===== config.mk =====
export PLATFORM = sky130hd
export DESIGN_NAME = parking_gate_controller
export DESIGN_NICKNAME = d
export VERILOG_FILES = /design/src/rtl/parking_gate_controller.sv
export SDC_FILE = /design/constraint.sdc
export NUM_CORES = 1
export LEC_CHECK = 0
export BUFFER_PORTS_ARGS = -buffer_cell sky130_fd_sc_hd__buf_2
export CORE_MARGIN = 1.5
export CORE_UTILIZATION = 40
export CTS_BUF_LIST = sky130_fd_sc_hd__clkbuf_8
export DETAILED_ROUTE_END_ITERATION = 16
export SETUP_SLACK_MARGIN = 0.1
export SYNTH_ARGS = -nofsm -noshare
export SYNTH_HDL_FRONTEND = slang
export SYNTH_SLANG_ARGS = --single-unit
export TNS_END_PERCENT = 1

===== constraint.sdc =====
create_clock -name clk -period 3 [get_ports clk]
set_input_delay 0.15 -clock clk [delete_from_list [all_inputs] [get_ports clk]]
set_output_delay 0.15 -clock clk [all_outputs]
set_load 0.02 [all_outputs]

===== src/rtl/parking_gate_controller.sv =====
// Occupancy tracker for a shared entry/exit gate: grants or refuses requests,
// holds the gate open until a car passes or the wait expires, and keeps parked/empty counts.
module parking_gate_controller #(
   parameter int CAPACITY = 4,
   parameter int CNT_W    = 4,
   parameter int TIMEOUT  = 8
) (
   input  logic             clk,
   input  logic             rst_n,
   input  logic             enter_req,
   input  logic             exit_req,
   input  logic             car_pass,
   output logic             enter_ack,
   output logic             exit_ack,
   output logic             reject,
   output logic             gate_open,
   output logic [CNT_W-1:0] parked,
   output logic [CNT_W-1:0] empty,
   output logic             full,
   output logic             timeout_evt
);

   // Handshake: a request is a level held by the sensor; ack/reject are single-cycle
   // pulses decoded from the IDLE state in the same cycle the transition is registered.
   typedef enum logic [1:0] {IDLE, ENTER_OPEN, EXIT_OPEN, CLOSE} state_t;

   localparam logic [CNT_W-1:0] CAP     = CNT_W'(CAPACITY);
   localparam logic [7:0]       TO_LAST = 8'(TIMEOUT - 1);

   state_t           state_q, state_d;
   logic [CNT_W-1:0] parked_q, parked_d, empty_q;
   logic [7:0]       timer_q, timer_d;
   logic [1:0]       div_q;
   logic             gate_q;

   always_ff @(posedge clk or negedge rst_n) begin
      if (!rst_n) begin
         state_q  <= IDLE;
         parked_q <= '0;
         empty_q  <= CAP;
         timer_q  <= '0;
         div_q    <= '0;
         gate_q   <= 1'b0;
      end else begin
         state_q  <= state_d;
         parked_q <= parked_d;
         empty_q  <= CAP - parked_d;
         timer_q  <= timer_d;
         div_q    <= div_q + 2'd1;
         gate_q   <= (state_d == ENTER_OPEN) || (state_d == EXIT_OPEN);
      end
   end

   always_comb begin
      state_d     = state_q;
      parked_d    = parked_q;
      timer_d     = timer_q;
      enter_ack   = 1'b0;
      exit_ack    = 1'b0;
      reject      = 1'b0;
      timeout_evt = 1'b0;
      case (state_q)
         IDLE: begin
            timer_d = '0;
            // Refusals are only re-issued on the free-running divider phase 0.
            if (exit_req) begin
               if (parked_q != '0) begin
                  exit_ack = 1'b1;
                  state_d  = EXIT_OPEN;
               end else if (div_q == 2'd0) begin
                  reject = 1'b1;
               end
            end else if (enter_req) begin
               if (parked_q != CAP) begin
                  enter_ack = 1'b1;
                  state_d   = ENTER_OPEN;
               end else if (div_q == 2'd0) begin
                  reject = 1'b1;
               end
            end
         end
         ENTER_OPEN, EXIT_OPEN: begin
            if (car_pass) begin
               if (state_q == ENTER_OPEN)
                  parked_d = (parked_q < CAP) ? parked_q + 1'b1 : parked_q;
               else
                  parked_d = (parked_q != '0) ? parked_q - 1'b1 : parked_q;
               state_d = CLOSE;
            end else if (timer_q == TO_LAST) begin
               timeout_evt = 1'b1;
               state_d     = CLOSE;
            end else begin
               timer_d = timer_q + 8'd1;
            end
         end
         CLOSE: begin
            timer_d = '0;
            state_d = IDLE;
         end
         default: state_d = IDLE;
      endcase
   end

   assign gate_open = gate_q;
   assign parked    = parked_q;
   assign empty     = empty_q;
   assign full      = (parked_q == CAP);

endmodule

==> impl_metrics.py, run 1 <==
metrics = {
    "synthesis": {
        "synth_top_area_share_pct": 40.0,
        "synth_edf_count": 0,
        "netlist_area_um2": 1190,
        "synth_nets": 134,
        "synth_ff_type": "dfrtp_1",
        "yosysSeqAreaShare_pct": 42.3,
        "synth_area_per_cell_um2": 9.81,
        "yosysTopAreaCell": "dfrtp_1",
        "ys_seq_elements": 20,
        "synth_area_leaders": "dfrtp_1, ha_1, nor2_1, xnor2_1, inv_1",
        "synth_cell_types": 34,
        "netlist_top_cells_count": "dfrtp_1, nor2_1, inv_1, nand2_1, ha_1",
        "synth_cells": 121,
        "async_flop_share_pct": 100,
        "yosysMostFrequentCell": "dfrtp_1",
        "ys.warnings.count": 0,
    },
    "finish": {
        "n_fill_cell": 278,
        "fin_nets": 154,
        "drive_gt1_share_pct": 22.1,
        "final_util_pct": 48.8,
        "syn_to_final_growth_pct": 14.3,
        "antenna-diode-count": 0,
        "final_area_um2": 1360,
    },
    "floorplanning": {
        "start_util_pct": 42.7,
        "coreArea_um2": 2780,
        "ios": 19,
        "chipWidth_um": 57.5,
        "dieHeight_um": 57.5,
        "rows": 19,
        "die_area_um2": 3300,
    },
    "timing": {
        "setup_viol": 0,
        "fin_skew_ps": 7.24,
        "relSlewSlack_pct": 57.2,
        "fmax_ghz": 0.423,
        "grt_setup_unrepaired": "false",
        "hold_violations": 0,
        "fin_crit_ps": 2370,
        "period_share_pct": 78.8,
        "finalSetupTns_ps": 0,
        "worst_pin_slew_ps": 633,
        "slew_viol_final": 0,
    },
    "global_route": {
        "antenna_found_initial": 0,
        "overflow": 0,
        "grt_max_degree": 21,
        "grt_pass1_wl_um": 3970,
        "track_usage_pct": 15.5,
        "first_global_vias": 896,
    },
    "hold_path": {
        "hp-class": "in2reg",
    },
    "placement": {
        "postPlaceCellArea_um2": 1280,
        "dp_hpwl_um": 1700,
        "finalWeightedCongestion": 0.849,
        "port_buffers": 18,
    },
    "critical_path": {
        "required_ps": 3140,
        "critical_path.max_fanout": 10,
        "cp.arrival_ps": 2510,
        "worst_setup_path_start_kind": "register",
        "worst_setup_path_end_kind": "register",
        "crit_type": "reg2reg",
    },
    "route": {
        "drt_iter0_drc": 43,
        "wirelength_um": 2300,
        "firstDrtPassIters": 4,
        "postRouteAntennaNets": 0,
        "vias_per_cell": 5.30,
        "drc": 0,
        "drt-wirelength-per-cell_um": 13.5,
        "route.vias.total": 906,
    },
    "clock_network": {
        "numCtsBuffers": 3,
        "root_buffer": "clkbuf_8",
        "clk_path_buf_depth": 2,
        "cts_tree": "yes",
        "postCtsHoldBufs": 1,
        "cts.repair.resized": 0,
        "path_clk_slew_ps": 80,
        "cts_setup_buffers": 0,
        "clk_latency_ps": 270,
        "cts_max_level": 1,
        "numClockSinks": 20,
    },
    "run": {
        "cap_violations": 0,
    },
    "pwr": {
        "peakVddDrop_mv": 0.811,
        "leakage_uw": 0.000665,
        "pwr_density_cell_nw_per_um2": 1100,
    },
    "outcome": {
        "status": "complete, no violations",
    },
}
==> flip-flops by register name (all words and copies together), names as in the netlist <==
name	count
div_q	2
timer_q	8
state_q	2
parked	3
empty	4
gate_open	1
==> report_power, final <==
group          internal (uW)  switching (uW)  leakage [uW]  total (uW)
clock                    178            99.5     0.0000357         278
sequential               363            92.0      0.000249         455
combinational            302             454      0.000380         756
==> metrics by stage <==
step / instances / hold slack, ps / worst slack, ps / power [uW]
floorplan: 121 / -146 / 777 / 1070
global placement: 166 / 124 / 759 / 1190
detailed placement: 166 / 127 / 662 / 1220
CTS: 171 / 190 / 638 / 1500
global route: 171 / 206 / 508 / 1600
finish: 171 / 198 / 635 / 1490
==> worst max-delay path, cell delays in order (launching register included) <==
cell	delay, ps
dfrtp_1	420
inv_1	70
ha_1	440
nand2_1	150
o2bb2ai_1	140
or4_4	550
o21ai_4	190
mux2i_1	200
mux2i_1	80
==> cell families (layout without fill, tap and decap cells) <==
group | count (synthesis) | in the layout | synth area share, %
flip-flops | 20 | 20 | 42.3
XOR/XNOR | 11 | 11 | 8.11
multiplexers | 4 | 4 | 3.48
AND/OR/NAND/NOR | 49 | 49 | 21.5
AO/OA/AOI/OAI | 13 | 13 | 9.06
buffers and inverters | 16 | 35 | 7.16
adder cells (fa/ha/maj) | 8 | 8 | 8.43
==> layer usage <==
metal	up-vias	track usage [%]	share of wire, %
met1	437	19.3	48
met2	18	25.5	47
li1	445	-	-
met3	6	4.54	3.9
met4	0	5.65	1.6
met5	-	0	0
==> worst paths after layout <==
check,to,slack (ps),from,cells past startpoint
min in group asynchronous,timer_q[5]$_DFFE_PN0P_,360,rst_n,2
setup / recovery,empty[3]$_DFF_PN0_,630,state_q[0]$_DFF_PN0_,8
hold / removal,gate_open$_DFF_PN0_,200,exit_req,3
hold reg to reg,div_q[0]$_DFF_PN0_,410,div_q[0]$_DFF_PN0_,1
setup reg to reg,empty[3]$_DFF_PN0_,630,state_q[0]$_DFF_PN0_,8
max in group asynchronous,empty[2]$_DFF_PN1_,2290,rst_n,2
==> cell type report <==
cell class / count / area (um^2) / share of cell area, %
timing repair buffer: 19 / 100 / 7.37
sequential: 20 / 502 / 37.0
clock buffer: 3 / 41.3 / 3.04
clock inverter: 1 / 30.0 / 2.21
inverter: 12 / 45.0 / 3.32
multi-input combinational: 85 / 601 / 44.2
tap: 31 / 38.8 / 2.86
==> cell usage in the layout, fill, tap and decap left out, drive strengths merged, types with 2 or more instances in the layout <==
master / n
and2: 3
inv: 12
nor3: 4
mux2i: 3
nand3: 5
nand2: 9
dfrtp: 19
nand2b: 2
nor4: 4
nor2: 15
buf: 18
a21oi: 3
o21ai: 3
xor2: 5
xnor2: 6
ha: 8
clkbuf: 3
and3: 3
(Power assumes the default switching activity.)
==> run 2, diff against run 1 <==
- clock period: 3 -> 2.4 ns (I/O delays scaled with it)
==> impl_metrics.py, run 2 (synthesis gave the netlist of run 1 again) <==
metrics = {
    "clock_network": {
        "clk_path_buf_depth": 2,
        "path_clk_slew_ps": 70,
        "numClockSinks": 20,
        "cts_tree": "yes",
        "clk_latency_ps": 260,
        "cts_max_level": 1,
        "numCtsBuffers": 3,
        "root_buffer": "clkbuf_8",
    },
    "global_route": {
        "antenna_found_initial": 0,
        "track_usage_pct": 15.6,
        "grt_max_degree": 21,
        "first_global_vias": 861,
        "overflow": 0,
        "grt_pass1_wl_um": 3940,
    },
    "timing": {
        "fin_skew_ps": 0.849,
        "relSlewSlack_pct": 69.0,
        "grt_setup_unrepaired": "false",
        "hold_violations": 0,
        "slew_viol_final": 0,
        "finalSetupTns_ps": 0,
        "period_share_pct": 89.7,
        "whs_ps": 179,
        "fin_crit_ps": 2150,
        "setup_viol": 0,
        "fmax_ghz": 0.465,
        "worst_pin_slew_ps": 464,
    },
    "critical_path": {
        "rr_worst_depth": 8,
        "crit-reg2reg-capture": "empty[3]$_DFF_PN0_",
        "r2r_slack_ps": 250,
        "worst_setup_path_end_kind": "register",
        "cp.arrival_ps": 2290,
        "critical_path.max_fanout": 6,
        "cp-startpoint": "parked[1]$_DFF_PN0_",
        "endpoint": "empty[3]$_DFF_PN0_",
        "worst_setup_path_start_kind": "register",
        "crit_type": "reg2reg",
        "required_ps": 2540,
        "r2r-start": "parked[1]$_DFF_PN0_",
    },
    "finish": {
        "layout_commonest_cell": "buf_2",
        "regMostFlops": "timer_q",
        "fin_cells": 176,
        "largest_register_ffs": 8,
        "fin_nets": 159,
        "antenna-diode-count": 0,
        "final_cell_mix": "buf_2, dfrtp_1, nor2_1",
        "drive_gt1_share_pct": 27.6,
        "syn_to_final_growth_pct": 18.9,
    },
    "route": {
        "vias_per_cell": 5.16,
        "drc": 0,
        "postRouteAntennaNets": 0,
        "drt_iter0_drc": 26,
        "drt-wirelength-per-cell_um": 12.9,
        "route.vias.total": 909,
        "firstDrtPassIters": 4,
        "wirelength_um": 2260,
    },
    "floorplanning": {
        "chipWidth_um": 57.5,
        "coreArea_um2": 2780,
        "die_area_um2": 3300,
        "dieHeight_um": 57.5,
        "start_util_pct": 42.7,
        "ios": 19,
        "rows": 19,
    },
    "hold_path": {
        "hp-class": "in2reg",
        "hold_depth": 3,
    },
    "outcome": {
        "status": "complete, no violations",
    },
    "pwr": {
        "peakVddDrop_mv": 0.873,
        "leakage_uw": 0.000696,
        "pwr_density_cell_nw_per_um2": 1370,
    },
    "placement": {
        "dp_hpwl_um": 1680,
        "dpl.cell_count": 170,
        "port_buffers": 18,
        "finalWeightedCongestion": 0.915,
    },
    "run": {
        "cap_violations": 0,
    },
}
[run 2: cell count changes in the layout (fill, tap and decap cells not counted), sizes merged]
cell  change
buf       +5
[run 2: timing repair]
action	in CTS	in global routing
gates resized for setup	0	4
endpoints found under the setup margin	0	2
hold buffers	1	0
endpoints found under the hold margin	19	0
setup buffers	0	1
[run 2: critical path: stages, from the launching register on]
cell,delay [ps]
dfrtp_2,410
inv_1,90
ha_1,210
or3b_4,260
nor3_1,50
or4_4,560
o21ai_4,170
mux2i_1,200
mux2i_1,90
[run 2: metal layers]
metal  global-route usage (%)  wire length [um]
met5                        0                 0
met3                     3.40                79
met1                     20.3              1060
met2                     25.3              1100
met4                     5.98                25
[run 2: layout make-up]
type	count	area, um^2
fill	258	1370
inverter	12	45.0
tap	31	38.8
multi-input combinational	85	614
clock buffer	3	41.3
sequential	20	504
clock inverter	1	30.0
timing repair buffer	24	138
[run 2: report_power, final]
part / internal, uW / leakage [uW] / switching, uW
combinational: 438 / 0.000413 / 594
clock: 222 / 0.0000357 / 112
sequential: 458 / 0.000247 / 111
[run 2: worst min path at each step]
| stage | end | slack [ps] | startpoint |
|---|---|---|---|
| final | gate_open$_DFF_PN0_ | 180 | exit_req |
| after global placement | timer_q[3]$_DFFE_PN0P_ | 90 | rst_n |
| after CTS | gate_open$_DFF_PN0_ | 170 | exit_req |
| after detailed placement | timer_q[4]$_DFFE_PN0P_ | 100 | rst_n |
| after floorplan | div_q[0]$_DFF_PN0_ | -180 | rst_n |
| after global routing | gate_open$_DFF_PN0_ | 190 | exit_req |
[run 2: per-stage QoR]
| stage | setup slack [ps] | power (uW) | instance area [um^2] | utilization (%) |
|---|---|---|---|---|
| 6_report | 248 | 1930 | 1410 | 50.7 |
| 4_1_cts | 149 | 1920 | 1390 | 49.9 |
| 2_1_floorplan | 177 | 1330 | 1190 | - |
| 3_3_place_gp | 260 | 1540 | 1310 | 47.0 |
| 3_5_place_dp | 170 | 1570 | 1310 | 47.0 |
| 5_1_grt | 102 | 2110 | 1410 | 50.7 |
